<file path="config.mk">
export PLATFORM = sky130hd
export DESIGN_NAME = mmio_io_ctrl
export DESIGN_NICKNAME = d
export VERILOG_FILES = /design/src/rtl/io_ctrl_pkg.sv /design/src/rtl/io_debounce.sv /design/src/rtl/mmio_io_ctrl.sv
export SDC_FILE = /design/constraint.sdc
export NUM_CORES = 1
export LEC_CHECK = 0
export CORE_MARGIN = 2
export CORE_UTILIZATION = 39
export CTS_BUF_LIST = sky130_fd_sc_hd__clkbuf_4 sky130_fd_sc_hd__clkbuf_8 sky130_fd_sc_hd__clkbuf_16
export CTS_CLUSTER_SIZE = 10
export DETAILED_ROUTE_END_ITERATION = 12
export PLACE_DENSITY = 0.65
export SYNTH_ARGS = -nofsm -noshare
export SYNTH_HDL_FRONTEND = slang
export SYNTH_SLANG_ARGS = --single-unit
</file>
<file path="constraint.sdc">
create_clock -name clk -period 5.4 [get_ports clk]
set_clock_uncertainty 0.1 [all_clocks]
set_input_delay 1.08 -clock clk [delete_from_list [all_inputs] [get_ports clk]]
set_output_delay 1.08 -clock clk [all_outputs]
set_load 0.005 [all_outputs]
</file>
<file path="src/rtl/io_ctrl_pkg.sv">
// Shared constants and helpers for the memory-mapped IO controller.
// Contents: register word offsets, STATUS bit positions, and the
// active-low hex-to-seven-segment decoder (segment order A..G, MSB..LSB).
package io_ctrl_pkg;

  localparam logic [3:0] OFF_LEDS     = 4'd0;
  localparam logic [3:0] OFF_BTNS     = 4'd1;
  localparam logic [3:0] OFF_COUNT    = 4'd2;
  localparam logic [3:0] OFF_CMP      = 4'd3;
  localparam logic [3:0] OFF_STATUS   = 4'd4;
  localparam logic [3:0] OFF_SEG_BASE = 4'd8;

  localparam int unsigned STATUS_MATCH = 0;
  localparam int unsigned STATUS_IE    = 1;

  function automatic logic [6:0] hex_to_seg(input logic [3:0] nib);
    logic [6:0] s;
    case (nib)
      4'h0:    s = 7'b0000001;
      4'h1:    s = 7'b1001111;
      4'h2:    s = 7'b0010010;
      4'h3:    s = 7'b0000110;
      4'h4:    s = 7'b1001100;
      4'h5:    s = 7'b0100100;
      4'h6:    s = 7'b0100000;
      4'h7:    s = 7'b0001111;
      4'h8:    s = 7'b0000000;
      4'h9:    s = 7'b0000100;
      4'hA:    s = 7'b0001000;
      4'hB:    s = 7'b1100000;
      4'hC:    s = 7'b0110001;
      4'hD:    s = 7'b1000010;
      4'hE:    s = 7'b0110000;
      default: s = 7'b0111000;
    endcase
    return s;
  endfunction

endpackage

</file>
<file path="src/rtl/io_debounce.sv">
// Single-button debouncer: 2-FF synchroniser followed by a stable counter.
// Ports: clk, reset_n (async active-low), din (raw button), dout (debounced).
// A new level is accepted after DEBOUNCE_CYCLES consecutive cycles of the
// synchronised input differing from dout; any agreement restarts the count.
module io_debounce #(
  parameter logic [15:0] DEBOUNCE_CYCLES = 16'd50000
) (
  input  logic clk,
  input  logic reset_n,
  input  logic din,
  output logic dout
);

  logic        sync1, sync2;
  logic [15:0] cnt;

  always_ff @(posedge clk or negedge reset_n) begin
    if (!reset_n) begin
      sync1 <= 1'b0;
      sync2 <= 1'b0;
      cnt   <= '0;
      dout  <= 1'b0;
    end else begin
      sync1 <= din;
      sync2 <= sync1;
      if (sync2 == dout) begin
        cnt <= '0;
      end else if (cnt == DEBOUNCE_CYCLES - 16'd1) begin
        dout <= sync2;
        cnt  <= '0;
      end else begin
        cnt <= cnt + 16'd1;
      end
    end
  end

endmodule

</file>
<file path="src/rtl/mmio_io_ctrl.sv">
// Memory-mapped IO controller: LED and seven-segment registers, debounced
// buttons, and a prescaled 32-bit timer with compare-match interrupt.
// Ports: clk, reset_n (async active-low); bus side sel/addr/rstrb/wdata/wmask
// with registered rdata; btn_in raw buttons; leds, seg (active-low, digit i
// at [7i+6:7i]) and irq (level, registered MATCH & IE).
module mmio_io_ctrl
  import io_ctrl_pkg::*;
#(
  parameter int unsigned NUM_LEDS        = 4,
  parameter int unsigned NUM_SEGS        = 2,
  parameter int unsigned NUM_BTNS        = 1,
  parameter logic [15:0] DEBOUNCE_CYCLES = 16'd50000,
  parameter logic [15:0] PRESCALE        = 16'd12000
) (
  input  logic                  clk,
  input  logic                  reset_n,
  input  logic                  sel,
  input  logic [3:0]            addr,
  input  logic                  rstrb,
  input  logic [31:0]           wdata,
  input  logic [3:0]            wmask,
  output logic [31:0]           rdata,
  input  logic [NUM_BTNS-1:0]   btn_in,
  output logic [NUM_LEDS-1:0]   leds,
  output logic [7*NUM_SEGS-1:0] seg,
  output logic                  irq
);

  logic [NUM_LEDS-1:0] leds_q;
  logic [7:0]          seg_q [NUM_SEGS];
  logic [NUM_SEGS-1:0] seg_blank;
  logic [31:0]         cmp_q;
  logic [31:0]         count_q;
  logic [15:0]         presc_q;
  logic                match_q;
  logic                ie_q;
  logic [NUM_BTNS-1:0] btn_db;

  logic        wr_lo;
  logic        rd_en;
  logic        tick;
  logic [31:0] count_inc;
  logic        set_match;
  logic [31:0] rd_val;

  assign wr_lo     = sel & wmask[0];
  assign rd_en     = sel & rstrb;
  assign tick      = (presc_q == PRESCALE - 16'd1);
  assign count_inc = count_q + 32'd1;
  assign set_match = tick && (count_inc == cmp_q);

  for (genvar g = 0; g < NUM_BTNS; g++) begin : g_btn
    io_debounce #(.DEBOUNCE_CYCLES(DEBOUNCE_CYCLES)) u_db (
      .clk     (clk),
      .reset_n (reset_n),
      .din     (btn_in[g]),
      .dout    (btn_db[g])
    );
  end

  // Stored SEG values reset to 0 so reads return 0, but a raw 0 pattern
  // would light every segment; a per-digit blank flag keeps the digit dark
  // until its register is first written.
  for (genvar g = 0; g < NUM_SEGS; g++) begin : g_seg
    assign seg[7*g +: 7] = seg_blank[g]  ? 7'h7F :
                           seg_q[g][7]   ? hex_to_seg(seg_q[g][3:0]) :
                                           seg_q[g][6:0];
  end

  assign leds = leds_q;

  always_comb begin
    rd_val = '0;
    case (addr)
      OFF_LEDS:   rd_val[NUM_LEDS-1:0] = leds_q;
      OFF_BTNS:   rd_val[NUM_BTNS-1:0] = btn_db;
      OFF_COUNT:  rd_val = count_q;
      OFF_CMP:    rd_val = cmp_q;
      OFF_STATUS: begin
        rd_val[STATUS_MATCH] = match_q;
        rd_val[STATUS_IE]    = ie_q;
      end
      default: begin
        for (int unsigned i = 0; i < NUM_SEGS; i++)
          if (addr == OFF_SEG_BASE + 4'(i)) rd_val[7:0] = seg_q[i];
      end
    endcase
  end

  always_ff @(posedge clk or negedge reset_n) begin
    if (!reset_n) begin
      leds_q    <= '0;
      seg_blank <= '1;
      for (int unsigned i = 0; i < NUM_SEGS; i++) seg_q[i] <= '0;
      cmp_q     <= '1;
      count_q   <= '0;
      presc_q   <= '0;
      match_q   <= 1'b0;
      ie_q      <= 1'b0;
      irq       <= 1'b0;
      rdata     <= '0;
    end else begin
      if (rd_en) rdata <= rd_val;

      if (wr_lo && addr == OFF_LEDS) leds_q <= wdata[NUM_LEDS-1:0];

      for (int unsigned i = 0; i < NUM_SEGS; i++) begin
        if (wr_lo && addr == OFF_SEG_BASE + 4'(i)) begin
          seg_q[i]     <= wdata[7:0];
          seg_blank[i] <= 1'b0;
        end
      end

      for (int unsigned b = 0; b < 4; b++)
        if (sel && wmask[b] && addr == OFF_CMP) cmp_q[8*b +: 8] <= wdata[8*b +: 8];

      presc_q <= tick ? '0 : presc_q + 16'd1;
      if (tick) count_q <= count_inc;

      if (wr_lo && addr == OFF_STATUS) ie_q <= wdata[STATUS_IE];

      // A match tick takes priority over a same-cycle write-1-clear.
      if (set_match)
        match_q <= 1'b1;
      else if (wr_lo && addr == OFF_STATUS && wdata[STATUS_MATCH])
        match_q <= 1'b0;

      irq <= match_q & ie_q;
    end
  end

endmodule

</file>
* Word level (Yosys, flattened, before mapping)
Memory sizes are Yosys's and may differ from the RTL's.
Cells that the tools add are included.
** Storage, ports and cells
- Input port bits :: 45
- Memories :: 2
- Word-level logic and storage cells :: 73
- ROM bits :: 224
- Output and inout port bits :: 51
- Register bits :: 156
** Operators by class
- Equal/unequal tests :: 10
- Reductions and logical operators :: 19
- Bitwise operators :: 4
- Mux-type cells :: 16
- $add $sub $neg :: 3
** Memories
- (no name shown) :: depth 16, width 7, read ports 1, clocked after memory_dff 0, write ports 0, line io_ctrl_pkg.sv:18 : case (nib)
- (no name shown) :: depth 16, width 7, read ports 1, clocked after memory_dff 0, write ports 0, line io_ctrl_pkg.sv:18
** Operators with widths (count)
- $mux 16 :: 3
- $pmux 24 s2 :: 1
- $add 16x1->16 const B :: 2
- $add 32x1->32 const B :: 1
- $eq 32x32->1 :: 1
- $mux 7 :: 4
- $eq 16x14->1 const B :: 1
- $eq 16x16->1 const B :: 1
- $mux 8 :: 2
- $logic_and 1x1->1 :: 14
- $pmux 4 s3 :: 1
- $pmux 1 s5 :: 2
- $eq 4x2->1 const B :: 2
- $eq 4x4->1 const B :: 2
- $pmux 2 s4 :: 1
- $eq 4x1->1 const B :: 1
- $eq 4x3->1 const B :: 1
- $logic_not 4->1 :: 1
- $and 1x1->1 :: 3
- $reduce_or 3->1 :: 1
- $mux 1 :: 2
- $reduce_and 2->1 :: 1
- $reduce_bool 2->1 :: 1
- $reduce_or 2->1 :: 1
- 2 further kinds :: 2

* Longest topological paths before layout
Gate-level depths: netlist (run 1).
- Depth in word-level cells :: 5
- Gate-level depth with buffers :: 11
- Mapped depth without buffers :: 8

* Cells and area by module
Synthesis (run 1) repeated with hierarchy kept, for this count alone.
** Second synthesis, totals
- Cell total of the unflattened synthesis :: 874
- Area total of the unflattened synthesis :: 8608.3 µm²
** Modules (own cells, without submodules)
- mmio_io_ctrl :: instances 1, cells each 790, area an instance 7712.4 µm²
- io_debounce :: instances 1, cells each 84, area an instance 895.9 µm²

* Worst setup path after synthesis (run 1)
OpenSTA, ideal clock, no wires.
- Path kind :: register to output
- Start :: register seg_q[0] (netlist name)
- End :: output seg[12]
- Arrival :: 1582 ps
- Slack :: 2638 ps
- Path buffers :: 0
- Stages on the path, launching flop included :: 7
- Cells stage by stage :: dfrtp_1 inv_1 ha_1 mux2_2 a32oi_1 a21oi_1 or2_2
** On the way
- Cells in the longest elaborated chain, start to end :: 3
** Ends and longest elaborated chain
- start: declaration :: line mmio_io_ctrl.sv:30 : logic [7:0] seg_q [NUM_SEGS];
- start signal: indexed assignment :: line mmio_io_ctrl.sv:109 : seg_q[i] <= wdata[7:0];
- $mem_v2 16x7
- $mux 7 :: line mmio_io_ctrl.sv:66 : seg_q[g][7] ? hex_to_seg(seg_q[g][3:0]) :
- $mux 7 :: line mmio_io_ctrl.sv:65 : assign seg[7*g +: 7] = seg_blank[g] ? 7'h7F :
- end: declaration :: line mmio_io_ctrl.sv:25 : output logic [7*NUM_SEGS-1:0] seg,
No other way between the ends.

* Final worst setup path (run 1)
- Start :: register seg_q[8] (netlist name)
- End :: output seg[5]
The elaborated chain is that of the path after synthesis.

==> flow_metrics.env, run 1 <==
export IMPL_final_max_slew_viol_count=0
export IMPL_pwr_share_comb=0.185
export IMPL_hold_viol_final=0
export IMPL_detail_route_antenna_nets=0
export IMPL_intPower_uw=2410
export IMPL_slowest_stage="dfrtp_1"
export IMPL_hold_path_end="g_btn[0].u_db.sync2$_DFF_PN0_"
export IMPL_post_cts_setup_buffers=0
export IMPL_multi_input_area_sq_um=4490
export IMPL_min_path_cells=0
export IMPL_diodes=0
export IMPL_cts_sinks=156
export IMPL_vias=6581
export IMPL_syn_area_per_cell_sq_um=9.99
export IMPL_fin_ws_ns=1.57
export IMPL_grtUsageTotal=0.178
export IMPL_fin_crit_sh=0.709
export IMPL_setup_viol_count_final=0
export IMPL_routed_wl_microns=20800
export IMPL_rows=54
export IMPL_crit_fanout=8
export IMPL_core_sq_um=22000
export IMPL_synthesis_area_sq_um=8760
export IMPL_clockRootBuffer="clkbuf_16"
export IMPL_rsz0062_at_grt="no"
export IMPL_min_period_ns=3.83
export IMPL_endpoint_kind="output port"
export IMPL_hold_start="g_btn[0].u_db.sync1$_DFF_PN0_"
export IMPL_ff2ff_path_depth=8
export IMPL_h_tree_depth=4
export IMPL_ir_worst_vdd_mv=0.193
export IMPL_tightest_slew_ns=0.909
export IMPL_dieArea_sq_um=23700
export IMPL_crit_arrival_ns=2.65
export IMPL_dp_slack_ns=1.65
export IMPL_drive_above_1_share=0.168
export IMPL_crit_chain="inv_1 > ha_1 > mux2_2 > a32oi_1 > a21oi_1 > or2_2 > clkdlybuf4s50_1"
export IMPL_synth_seq_cells=156
export IMPL_syn_instance_count=877
export IMPL_path_buf_inv=2
export IMPL_vias_per_cell=5.35
export IMPL_synth_edf_count=0
export IMPL_r2r_slack_ns=2.60
export IMPL_whs_ns=0.249
export IMPL_yosys_most_used_dff="dfrtp_1"
export IMPL_switchingPower_uw=917
export IMPL_final_cell_mix="dfrtp_1, nor2_1, clkdlybuf4s50_1"
export IMPL_start_kind="register"
export IMPL_final_common_cell="dfrtp_1"
export IMPL_syn_num_nets=937
export IMPL_clock_latency_ns=0.43
export IMPL_io_pins=96
export IMPL_slew_headroom=0.394
export IMPL_rr_startpoint="count_q[0]$_DFFE_PN0N_"
export IMPL_timing_rr_end="match_q$_DFFE_PN0P_"
export IMPL_post_drt_wl_per_cell_microns=16.9
export IMPL_yosysSeqAreaShare=0.450
export IMPL_numCtsBuffers=17
export IMPL_async_reset_ff_frac=1.00
export IMPL_setup_tns_ns=0
export IMPL_route_detailed_drc=0
export IMPL_fin_nets=997
export IMPL_place_area_sq_um=9810
export IMPL_yosysWarnings=0
export IMPL_ctsHoldBuffers=0
export IMPL_chipWidth_microns=154
export IMPL_grt_pass1_wl_microns=34000
export IMPL_maxCapViolations=0
export IMPL_cp_top_family="buffers and inverters"
export IMPL_first_pass_iters=5
export IMPL_grt_pass1_vias=6265
export IMPL_grt_start_max_net_pins=58
export IMPL_seq_power_share=0.439
export IMPL_clockPowerShare=0.376
export IMPL_regArea_sq_um=3950
export IMPL_status="finished, final reports clean"
export IMPL_ys_types=68
export IMPL_p_leak_uw=0.00435
export IMPL_initial_utilization=0.399
export IMPL_fin_util=0.475
export IMPL_fillCellCount=2050
export IMPL_antenna_found_initial=0
export IMPL_place_congestion=0.880
export IMPL_switching_share=0.275
export IMPL_min_path_type="register to register"
export IMPL_io_buffers=95
export IMPL_design_area_sq_um=10400
export IMPL_dp_hpwl_microns=14800
export IMPL_grt_overflow=0
export IMPL_clk_pin_slew_worst_paths_ns=0.07
export IMPL_cts_tree="done"
export IMPL_initialDrtViolationCount=418
export IMPL_critPathKind="register to output port"
export IMPL_area_growth_pct=19.0
export IMPL_ctsResizeCount=0
export IMPL_slowest_delay_ns=0.51
export IMPL_die_y_microns=154
export IMPL_power_density_nw_per_um2=319
export IMPL_clock_fmax_ghz=0.261
export IMPL_required_ns=4.22
export IMPL_clk_path_buf_depth=2
-- metal layers --
layer / global-route usage / part of all wire / routed length (microns) / vias to the layer above
li1: - / - / - / 3217
met1: 0.263 / 0.49 / 10200 / 3211
met2: 0.268 / 0.45 / 9340 / 139
met3: 0.0372 / 0.046 / 962 / 14
met4: 0.0405 / 0.0099 / 205 / 0
met5: 0 / 0 / 0 / -
-- cell usage after synthesis, drive strengths merged, types with 2 or more instances --
master | n | share of area
a211o | 5 | 0.0050
a211oi | 4 | 0.0034
a21oi | 32 | 0.019
a221oi | 25 | 0.025
a22oi | 4 | 0.0034
a311oi | 2 | 0.0020
a31oi | 3 | 0.0021
a32oi | 3 | 0.0030
a41oi | 3 | 0.0030
and2 | 7 | 0.0051
and3 | 15 | 0.012
and4 | 8 | 0.0083
buf | 24 | 0.019
clkbuf | 36 | 0.015
dfrtp | 122 | 0.35
dfstp | 34 | 0.10
ha | 15 | 0.021
inv | 8 | 0.0034
mux2 | 57 | 0.073
mux2i | 17 | 0.019
nand2 | 58 | 0.025
nand2b | 13 | 0.0093
nand3 | 41 | 0.024
nand3b | 3 | 0.0026
nand4 | 19 | 0.018
nor2 | 115 | 0.050
nor2b | 5 | 0.0036
nor3 | 18 | 0.012
nor3b | 4 | 0.0034
nor4 | 5 | 0.0067
nor4b | 2 | 0.0037
o2111ai | 3 | 0.0030
o211ai | 2 | 0.0017
o21a | 2 | 0.0017
o21ai | 35 | 0.020
o22ai | 5 | 0.0036
o311ai | 4 | 0.0040
o31ai | 2 | 0.0017
or2 | 7 | 0.0050
xnor2 | 57 | 0.057
xor2 | 42 | 0.042
-- logic make-up (layout without fill, tap and decap cells) --
kind of cell,after synthesis,in the layout,synth area share
simple gates,325,325,0.193
flops,156,156,0.450
compound gates,139,139,0.106
xor+xnor,99,99,0.0989
mux,74,74,0.0927
buf+inv,69,142,0.0381
fa+ha+maj,15,15,0.0214
-- state kept, by name, summed over array words and instances, names as in the netlist --
signal	cells
cmp_q	32
count_q	32
g_btn.u_db.cnt	16
g_btn.u_db.dout	1
g_btn.u_db.sync1	1
g_btn.u_db.sync2	1
ie_q	1
irq	1
leds	4
match_q	1
presc_q	16
rdata	32
seg_blank	2
seg_q	16
-- metrics by stage --
stage / instances / total power, uW
6_report: 1230 / 3330
3_3_place_gp: 1198 / 2090
3_5_place_dp: 1198 / 2100
2_1_floorplan: 877 / 1800
5_1_grt: 1230 / 3500
4_1_cts: 1230 / 3370
-- power groups by stage --
| stage | registers [uW] | clock network (uW) | logic [uW] |
|---|---|---|---|
| after floorplan | 1410 | 0 | 388 |
| after global placement | 1480 | 0 | 613 |
| after detailed placement | 1480 | 0 | 619 |
| after CTS | 1460 | 1280 | 624 |
| after global routing | 1480 | 1330 | 683 |
| final | 1460 | 1250 | 616 |
-- how the worst max path moves through the flow --
stage	start	to	slack, ns	cells past startpoint
2_1_floorplan	seg_q[0]$_DFFE_PN0P_	seg[12]	2.64	6
3_3_place_gp	addr[1]	cmp_q[23]$_DFFE_PN1P_	1.73	5
3_5_place_dp	addr[2]	cmp_q[11]$_DFFE_PN1P_	1.65	6
4_1_cts	seg_q[8]$_DFFE_PN0P_	seg[5]	1.55	7
5_1_grt	seg_q[8]$_DFFE_PN0P_	seg[5]	1.41	7
6_report	seg_q[8]$_DFFE_PN0P_	seg[5]	1.57	7
-- layout make-up --
| type | instances | area share |
|---|---|---|
| well taps | 280 | 0.0336 |
| flip-flops and latches | 156 | 0.378 |
| inverters | 9 | 0.00324 |
| clock inverters | 15 | 0.0181 |
| repair buffers | 101 | 0.0956 |
| multi-input cells | 652 | 0.430 |
| clock buffers | 17 | 0.0408 |
Power figures use the tool's default switching activity.
==> inputs of run 2 (changes only) <==
--- a/config.mk
+++ b/config.mk
@@ -10,7 +10,7 @@
 export CTS_BUF_LIST = sky130_fd_sc_hd__clkbuf_4 sky130_fd_sc_hd__clkbuf_8 sky130_fd_sc_hd__clkbuf_16
 export CTS_CLUSTER_SIZE = 10
 export DETAILED_ROUTE_END_ITERATION = 12
-export PLACE_DENSITY = 0.65
+export PLACE_DENSITY = 0.67
 export SYNTH_ARGS = -nofsm -noshare
 export SYNTH_HDL_FRONTEND = slang
 export SYNTH_SLANG_ARGS = --single-unit
==> constraint.sdc (replaced) <==
create_clock -name clk -period 3.4 [get_ports clk]
set_clock_uncertainty 0.1 [all_clocks]
set_input_delay 0.68 -clock clk [delete_from_list [all_inputs] [get_ports clk]]
set_output_delay 0.68 -clock clk [all_outputs]
set_load 0.005 [all_outputs]
==> flow_metrics.env, run 2 (synthesis gave the netlist of run 1 again) <==
export IMPL_post_drt_wl_per_cell_microns=16.8
export IMPL_antenna_found_initial=0
export IMPL_grtUsageTotal=0.181
export IMPL_intPower_uw=3920
export IMPL_required_ns=2.62
export IMPL_p_leak_uw=0.00444
export IMPL_detail_route_antenna_nets=0
export IMPL_endpoint_kind="output port"
export IMPL_cts_sinks=156
export IMPL_slowest_stage="dfrtp_2"
export IMPL_grt_pass1_vias=6507
export IMPL_slowest_delay_ns=0.45
export IMPL_die_y_microns=154
export IMPL_switching_share=0.270
export IMPL_vias=6693
export IMPL_setup_viol_count_final=0
export IMPL_clockPowerShare=0.376
export IMPL_ir_worst_vdd_mv=0.251
export IMPL_final_max_slew_viol_count=0
export IMPL_reg_top3="cmp_q (32), count_q (32), rdata (32)"
export IMPL_vias_per_cell=5.37
export IMPL_dp_hpwl_microns=15000
export IMPL_fillCellCount=2004
export IMPL_dieArea_sq_um=23700
export IMPL_crit_fanout=9
export IMPL_rows=54
export IMPL_status="finished, final reports clean"
export IMPL_diodes=0
export IMPL_switchingPower_uw=1450
export IMPL_io_pins=96
export IMPL_area_growth_pct=20.8
export IMPL_dp_slack_ns=0.436
export IMPL_crit_chain="inv_1 > ha_1 > mux2_2 > a32oi_1 > a21oi_1 > or2_2 > clkdlybuf4s50_1"
export IMPL_start_kind="register"
export IMPL_min_path_type="primary input to async pin"
export IMPL_power_density_nw_per_um2=507
export IMPL_grt_overflow=0
export IMPL_routed_wl_microns=20900
export IMPL_core_sq_um=22000
export IMPL_hold_viol_final=0
export IMPL_slew_headroom=0.573
export IMPL_clock_fmax_ghz=0.305
export IMPL_fin_util=0.482
export IMPL_seq_power_share=0.434
export IMPL_fin_crit_sh=0.966
export IMPL_place_congestion=0.844
export IMPL_route_detailed_drc=0
export IMPL_grt_pass1_wl_microns=34400
export IMPL_critPathKind="register to output port"
export IMPL_final_cell_mix="dfrtp_1, nor2_1, clkdlybuf4s50_1"
export IMPL_maxCapViolations=0
export IMPL_clockRootBuffer="clkbuf_16"
export IMPL_ctsHoldBuffers=0
export IMPL_initialDrtViolationCount=479
export IMPL_cp_top_family="buffers and inverters"
export IMPL_cts_tree="done"
export IMPL_grt_start_max_net_pins=70
export IMPL_initial_utilization=0.399
export IMPL_final_common_cell="dfrtp_1"
export IMPL_clock_latency_ns=0.43
export IMPL_fin_nets=1013
export IMPL_numCtsBuffers=17
export IMPL_clk_pin_slew_worst_paths_ns=0.07
export IMPL_pwr_share_comb=0.190
export IMPL_io_buffers=95
export IMPL_h_tree_depth=4
export IMPL_first_pass_iters=7
export IMPL_chipWidth_microns=154
export IMPL_drive_above_1_share=0.190
export IMPL_crit_arrival_ns=2.50
export IMPL_tightest_slew_ns=0.640
export IMPL_min_period_ns=3.28
export IMPL_path_buf_inv=2
export IMPL_fin_ws_ns=0.117
export IMPL_clk_path_buf_depth=2
run 2: cell count changes in the layout (fill, tap and decap cells not counted), moves of 2 or more:
cell and delta:
buf_4 +15, dfrtp_1 -5, dfrtp_2 +5, clkbuf_8 +3, inv_1 -3, inv_2 +3, clkinv_2 -2, inv_8 -2
run 2: final timing paths:
| check | startpoint | cells past startpoint | to | slack [ns] |
|---|---|---|---|---|
| min | reset_n | 1 | count_q[15]$_DFFE_PN0N_ | 0.15 |
| max in group asynchronous | reset_n | 2 | cmp_q[6]$_DFFE_PN1P_ | 2.18 |
| max | seg_q[1]$_DFFE_PN0P_ | 7 | seg[12] | 0.12 |
| min reg2reg | g_btn[0].u_db.sync1$_DFF_PN0_ | 0 | g_btn[0].u_db.sync2$_DFF_PN0_ | 0.27 |
| max reg2reg | count_q[0]$_DFFE_PN0N_ | 8 | match_q$_DFFE_PN0P_ | 0.61 |
| min in group clk | g_btn[0].u_db.sync1$_DFF_PN0_ | 0 | g_btn[0].u_db.sync2$_DFF_PN0_ | 0.27 |
run 2: metrics by stage:
stage	TNS (ns)	total power (uW)	cells	area, sq um	hold WS [ns]
2_1_floorplan	0	2860	877	8760	0.231
3_3_place_gp	0	3330	1208	9900	0.242
3_5_place_dp	0	3360	1208	9900	0.265
4_1_cts	0	5380	1240	10500	0.176
5_1_grt	-0.00132	5620	1246	10600	0.201
6_report	0	5370	1246	10600	0.147
run 2: worst register-to-register path: stages (launching register included):
cell,delay [ns]
dfrtp_1,0.46
ha_1,0.28
nand3_1,0.20
nor3_1,0.55
o211ai_1,0.21
a32oi_1,0.21
and4_1,0.20
nand4_1,0.11
o31ai_1,0.35
run 2: cell type report:
| cell class | count | area, sq um | area share |
|---|---|---|---|
| multi-input combinational | 652 | 4490 | 0.424 |
| inverter | 9 | 33.8 | 0.00319 |
| sequential | 156 | 3950 | 0.373 |
| timing repair buffer | 117 | 1130 | 0.107 |
| tap | 280 | 350 | 0.0331 |
| clock buffer | 21 | 474 | 0.0448 |
| clock inverter | 11 | 158 | 0.0149 |
run 2: per-layer routing:
layer,routed length [microns],track usage,vias to the layer above,part of all wire
met3,730,0.0369,19,0.035
met4,289,0.0547,0,0.014
met2,9800,0.281,128,0.47
met1,10100,0.256,3289,0.48
li1,-,-,3257,-
met5,0,0,-,0
run 2: repair_timing:
action,in CTS,in global routing
buffers inserted,0,6
hold endpoints to repair,0,0
gates resized for setup,2,6
setup endpoints to repair,2,6
run 2: power by group through the flow:
stage	clock, uW	sequential, uW	combinational [uW]
2_1_floorplan	0	2240	616
3_3_place_gp	0	2350	986
3_5_place_dp	0	2350	1000
4_1_cts	2050	2330	1010
5_1_grt	2140	2360	1130
6_report	2020	2330	1020
